## config.mk

```make
export PLATFORM = sky130hd
export DESIGN_NAME = sequenced_decoder
export DESIGN_NICKNAME = d
export VERILOG_FILES = /design/src/rtl/sequenced_decoder.sv
export SDC_FILE = /design/constraint.sdc
export NUM_CORES = 1
export LEC_CHECK = 0
export BUFFER_PORTS_ARGS = -buffer_cell sky130_fd_sc_hd__buf_2
export CORE_MARGIN = 5
export CORE_UTILIZATION = 35
export CTS_CLUSTER_DIAMETER = 200
export DETAILED_ROUTE_END_ITERATION = 10
export SYNTH_ARGS = -nofsm -noshare
export SYNTH_HDL_FRONTEND = slang
export SYNTH_SLANG_ARGS = --single-unit
```

## constraint.sdc

```tcl
create_clock -name clk -period 4.5 [get_ports clk]
set_input_delay 0 -clock clk [delete_from_list [all_inputs] [get_ports clk]]
set_output_delay 0 -clock clk [all_outputs]
set_load 0.02 [all_outputs]
```

## src/rtl/sequenced_decoder.sv

```systemverilog
// Registered binary-to-one-hot decoder with load/ready handshake
// and an autonomous scan mode with programmable dwell.
module sequenced_decoder #(
  parameter int ADDR_WIDTH  = 2,
  parameter int NUM_OUTPUTS = 1 << ADDR_WIDTH,
  parameter int DWELL_WIDTH = 8
) (
  input  logic                   clk,
  input  logic                   reset_n,
  input  logic                   enable,
  input  logic                   load,
  output logic                   ready,
  input  logic [ADDR_WIDTH-1:0]  address,
  input  logic                   start_scan,
  input  logic                   stop,
  input  logic [DWELL_WIDTH-1:0] dwell,
  output logic [NUM_OUTPUTS-1:0] out,
  output logic                   busy,
  output logic                   wrap,
  output logic                   err
);

  localparam int AW1 = ADDR_WIDTH + 1;
  localparam logic [AW1-1:0] LIMIT = AW1'(NUM_OUTPUTS);
  localparam logic [ADDR_WIDTH-1:0] LAST =
    ADDR_WIDTH'(NUM_OUTPUTS - 1);
  localparam logic [NUM_OUTPUTS-1:0] ONE = NUM_OUTPUTS'(1);

  typedef enum logic [1:0] {
    IDLE,
    DIRECT,
    SCAN
  } state_t;

  state_t                 state, next_state;
  logic [ADDR_WIDTH-1:0]  cur, next_cur;
  logic [DWELL_WIDTH-1:0] dwell_reg, next_dwell;
  logic [DWELL_WIDTH-1:0] cnt, next_cnt;
  logic [NUM_OUTPUTS-1:0] next_out;
  logic                   next_wrap, next_err;
  logic                   accept;

  assign busy  = (state == SCAN);
  assign ready = (state != SCAN);

  always_comb begin
    next_state = state;
    next_cur   = cur;
    next_dwell = dwell_reg;
    next_cnt   = cnt;
    next_wrap  = 1'b0;
    next_err   = 1'b0;
    accept     = load && (state != SCAN);
    if (stop) begin
      next_state = IDLE;
    end else if (accept) begin
      // Out-of-range loads are consumed but leave state untouched
      if ({1'b0, address} < LIMIT) begin
        next_cur   = address;
        next_state = DIRECT;
      end else begin
        next_err = 1'b1;
      end
    end else if (start_scan) begin
      next_state = SCAN;
      next_cur   = '0;
      next_dwell = dwell;
      next_cnt   = dwell;
    end else if (state == SCAN) begin
      if (cnt == '0) begin
        next_cnt = dwell_reg;
        if (cur == LAST) begin
          next_cur  = '0;
          next_wrap = 1'b1;
        end else begin
          next_cur = cur + ADDR_WIDTH'(1);
        end
      end else begin
        next_cnt = cnt - DWELL_WIDTH'(1);
      end
    end
    next_out = '0;
    if (next_state != IDLE && enable)
      next_out = ONE << next_cur;
  end

  always_ff @(posedge clk or negedge reset_n) begin
    if (!reset_n) begin
      state     <= IDLE;
      cur       <= '0;
      dwell_reg <= '0;
      cnt       <= '0;
      out       <= '0;
      wrap      <= 1'b0;
      err       <= 1'b0;
    end else begin
      state     <= next_state;
      cur       <= next_cur;
      dwell_reg <= next_dwell;
      cnt       <= next_cnt;
      out       <= next_out;
      wrap      <= next_wrap;
      err       <= next_err;
    end
  end

endmodule

```

After elaboration in Yosys (flattened, before gate mapping)
Cells that the tools add are included.
W data, S select, Z words.
Operators by class
  bitwise gates (word level): 2
  $add $sub $neg: 2
  equality and inequality tests: 3
  reduce and logical (&&, ||, !) cells: 7
  multiplexer cells: 19
  shifts and indexed selects: 1
Operators with widths (number)
  $mux W8: 3
  $mux W2: 9
  $logic_not A8 Y1: 1
  $sub A8 B1 Y8 const B: 1
  $mux W1: 6
  $reduce_and A3 Y1: 2
  $eq A2 B2 Y1 const B: 2
  $mux W4: 1
  $reduce_bool A2 Y1: 2
  $shl A1 B2 Y4 const A: 1
  $add A2 B1 Y2 const B: 1
  $logic_and A1 B1 Y1: 2
  $ne A2 B2 Y1 const B: 1
  $not A1 Y1: 2
Storage, ports and cells
  output and inout bits: 8
  logic and storage cells: 40
  flip-flop bits (word level): 25

Depth between registers and ports, before layout
  depth after elaboration: 9
  gate-level depth with buffers: 7

Worst setup path after synthesis
OpenSTA, ideal clock, no wires.
  kind: reg2reg
  start point: register cnt[0]
  end point: register out[3]
  cell stages (with the launch flop): 8
  buffers on the path: 0
  period minus slack after synthesis: 1814 ps
  setup slack: 2686 ps
  data arrival time: 1734 ps
  cell sequence: dfrtp_1 > inv_1 > ha_1 > nor3b_2 > and2_4 > a31oi_1 > a221oi_2 > nor3b_2
On the way
  longest elaborated chain between the ends: 8
Ends and longest elaborated chain
  start: declaration: line 38  | logic [DWELL_WIDTH-1:0] cnt, next_cnt;
  start signal: assignment: line 100  | cnt <= next_cnt;
  $logic_not A8 Y1: line 70  | if (cnt == '0) begin
  $mux W2: line 70
  $mux W2: line 69  | end else if (state == SCAN) begin
  $mux W2: line 64  | end else if (start_scan) begin
  $mux W2: line 56  | end else if (accept) begin
  $mux W2: line 54  | if (stop) begin
  net next_cur[1]: line 36  | logic [ADDR_WIDTH-1:0] cur, next_cur;
  $shl A1 B2 Y4: line 84  | next_out = ONE << next_cur;
  $mux W4: line 83  | if (next_state != IDLE && enable)
  net next_out[3]: line 39  | logic [NUM_OUTPUTS-1:0] next_out;
  end signal: assignment: line 101  | out <= next_out;
  end: declaration: line 17  | output logic [NUM_OUTPUTS-1:0] out,
The timed path passes the listed nets, and every way through them passes these cells.
A chain may end at the register's enable or synchronous reset.

Worst setup path in the final report
  start point: register state[0]
  end point: register dwell_reg[3]
On the way
  longest elaborated chain between the ends: 4
Ends and longest elaborated chain
  start: declaration: line 35  | state_t state, next_state;
  start signal: assignment: line 97  | state <= next_state;
  $ne A2 B2 Y1: line 53  | accept = load && (state != SCAN);
  $logic_and A1 B1 Y1: line 53
  $not A1 Y1 (no source line)
  $reduce_and A3 Y1 (no source line)
  end signal: assignment: line 99  | dwell_reg <= next_dwell;
  end: declaration: line 37  | logic [DWELL_WIDTH-1:0] dwell_reg, next_dwell;
Every way passes these cells.

==> flow_metrics.env <==
export IMPL_status="completed"
export IMPL_grt_max_degree=26
export IMPL_slowest_delay_ps=650
export IMPL_critPathArrivalTime_ps=2590
export IMPL_post_place_ws_ps=2100
export IMPL_antenna_found_initial=0
export IMPL_seq_power_share_pct=50.5
export IMPL_grt_ovfl_total=0
export IMPL_min_delay_start="stop"
export IMPL_async_flop_share_pct=100
export IMPL_crit_buf_inv=0
export IMPL_fp_coreArea_sq_mm=0.00394
export IMPL_drt_total_wl_um=2950
export IMPL_slew_headroom_pct=52.1
export IMPL_grt_pass1_wl_um=5110
export IMPL_rsz0062_at_grt="no"
export IMPL_die_area_sq_mm=0.00537
export IMPL_worst_path_max_delay_cell="a21oi_1"
export IMPL_crit_fanout=12
export IMPL_powerDensity_mw_per_mm2=380
export IMPL_synthFlopType="dfrtp_1"
export IMPL_tightest_slew_ps=718
export IMPL_r2r_cells=4
export IMPL_crit_cells=4
export IMPL_cts_max_level=1
export IMPL_p_sw_uw=212
export IMPL_setup_violations_final=0
export IMPL_p_leak_nw=0.761
export IMPL_switching_share_pct=33.4
export IMPL_clockBufferDepth=2
export IMPL_wl_per_cell_um=13.4
export IMPL_portBuffers=22
export IMPL_dpl_hpwl_um=2210
export IMPL_worstReg2RegEnd="dwell_reg[3]"
export IMPL_ios=24
export IMPL_routed_via_density=5.19
export IMPL_pwr_share_comb_pct=28.3
export IMPL_die_h_um=73.3
export IMPL_placed_area_sq_mm=0.00153
export IMPL_crit_path_end="dwell_reg[3]"
export IMPL_drc=0
export IMPL_crit_type="reg -> reg"
export IMPL_hold_path_class="in -> reg"
export IMPL_final_common_cell="dfrtp_1"
export IMPL_vias=1142
export IMPL_rr_startpoint="state[0]"
export IMPL_intPower_uw=422
export IMPL_crit_chain="nand2b_1, a21oi_1, and2_1, mux2_2"
export IMPL_rows=23
export IMPL_hold_viol=0
export IMPL_gp_congestion=0.853
export IMPL_cp_end_kind="flip-flop"
export IMPL_first_pass_iters=4
export IMPL_yosysWarnings=0
export IMPL_insertion_delay_ps=270
export IMPL_area_delta_synth_final_pct=19.1
export IMPL_fillers=377
export IMPL_dp_cells=207
export IMPL_start_util_pct=35.6
export IMPL_ys_seq_area_share_pct=44.6
export IMPL_synth_nets=162
export IMPL_die_w_um=73.3
export IMPL_fmax_mhz=412
export IMPL_clkPwrFrac_pct=21.2
export IMPL_layout_common_cells="dfrtp_1, buf_2, nand2_1"
export IMPL_final_max_slew_viol_count=0
export IMPL_drv_cap=0
export IMPL_fin_cells=220
export IMPL_finClkSkew_ps=5.58
export IMPL_finalCritPeriodShare_pct=54.0
export IMPL_worst_path_dominant_cell_family="simple AND/OR/NAND/NOR gates"
export IMPL_ys_types=43
export IMPL_synth_edf_count=0
export IMPL_worst_slack_ps=2070
export IMPL_grt_pass1_vias=1130
export IMPL_grt_usage_pct=12.0
export IMPL_syn_area_per_cell_sq_um=9.81
export IMPL_cts_tree="done"
export IMPL_postLayoutCellArea_sq_mm=0.00167
export IMPL_worstPathRequired_ps=4660
export IMPL_diodes=0
export IMPL_root_buffer="clkbuf_8"
export IMPL_syn_area_sq_mm=0.00140
export IMPL_layout_drive_gt1_share_pct=24.1
export IMPL_ys_ff_latch=25
export IMPL_nets=190
export IMPL_ir_worst_vdd_v=0.000138
export IMPL_clk_pin_slew_worst_paths_ps=90
export IMPL_total_power_uw=634
export IMPL_reg2reg_slack_ps=2070
export IMPL_min_period_ps=2430
export IMPL_start_kind="flip-flop"
export IMPL_startpoint="state[0]"
export IMPL_cts_sinks=25
export IMPL_fin_setup_tns_ps=0
export IMPL_synthCells=143
export IMPL_drtIter0Drc=33
export IMPL_antenna_left=0
export IMPL_cts_buffers_inserted=3
[worst register-to-register path: stages, from the launching register on]
cell and delay, ps:
dfrtp_1 410, nand2b_1 290, a21oi_1 650, and2_1 560
mux2_2 400
[cell families after synthesis]
kind of cell | count (synthesis) | share of synthesized area [%]
AOI/OAI and AO/OA | 38 | 18.5
xor gates and xnor gates | 2 | 1.25
adders and majority gates | 3 | 2.68
buffers and inverters | 18 | 5.80
DFF | 25 | 44.6
muxes | 10 | 7.76
other | 1 | 0.267
and+or+nand+nor | 46 | 19.2
[final cells by class]
class / count / area (sq um) / area share, %
multi-input cells: 100 / 696 / 41.6
well taps: 50 / 62.6 / 3.75
clock inverters: 1 / 5.00 / 0.300
clock buffers: 3 / 41.3 / 2.47
repair buffers: 31 / 200 / 12.0
flip-flops and latches: 25 / 626 / 37.5
inverters: 10 / 40.0 / 2.40
[routing by layer]
metal	GRT usage, %	wire [um]	part of all wire [%]
met1	15.7	1380	47
met2	19.5	1410	48
met3	1.64	103	3.5
met4	6.04	61	2.1
met5	0	0	0
[through the flow]
step / utilization (%) / hold WS (ps)
2_1_floorplan: - / -296
3_3_place_gp: 38.9 / 19.0
3_5_place_dp: 38.9 / 26.3
4_1_cts: 42.4 / 21.8
5_1_grt: 42.4 / 38.4
6_report: 42.4 / 30.5
[power groups by stage]
stage	Sequential, mW	Clock (mW)	Combinational (mW)
global placement	0.322	0	0.171
global route	0.328	0.147	0.205
detailed placement	0.324	0	0.175
CTS	0.320	0.141	0.182
finish	0.320	0.135	0.179
floorplan	0.314	0	0.137
[cells in the mapped netlist, types with 2 or more instances]
master / number / area, sq um
a211o_1: 2 / 17.5
a31oi_1: 7 / 43.8
nand2_1: 12 / 45.0
nand2b_1: 2 / 12.5
inv_1: 9 / 33.8
nor2_1: 11 / 41.3
mux2i_1: 3 / 30.0
nor4b_1: 2 / 17.5
nand3b_1: 3 / 22.5
ha_1: 3 / 37.5
a211oi_1: 2 / 15.0
a221oi_1: 2 / 17.5
clkbuf_1: 3 / 11.3
o21ai_0: 6 / 30.0
a221o_1: 2 / 20.0
buf_2: 3 / 15.0
dfrtp_1: 25 / 626
a21oi_1: 11 / 55.1
buf_4: 2 / 15.0
nor3b_2: 2 / 25.0
nor3_1: 4 / 20.0
mux2_2: 6 / 67.6
[how the worst min path moves through the flow]
stage,end,slack [ps],cells after the start
after global routing,state[1],40,2
after floorplan,cnt[0],-300,0
after detailed placement,cnt[3],30,1
after global placement,dwell_reg[1],20,1
final,state[1],30,2
after CTS,state[1],20,2
[what timing repair did]
action / 4_1_cts / 5_1_grt
endpoints found under the hold margin: 37 / 0
buffers inserted: 0 / 0
hold buffers: 9 / 0
resized for setup: 0 / 0
(Power assumes the default switching activity.)
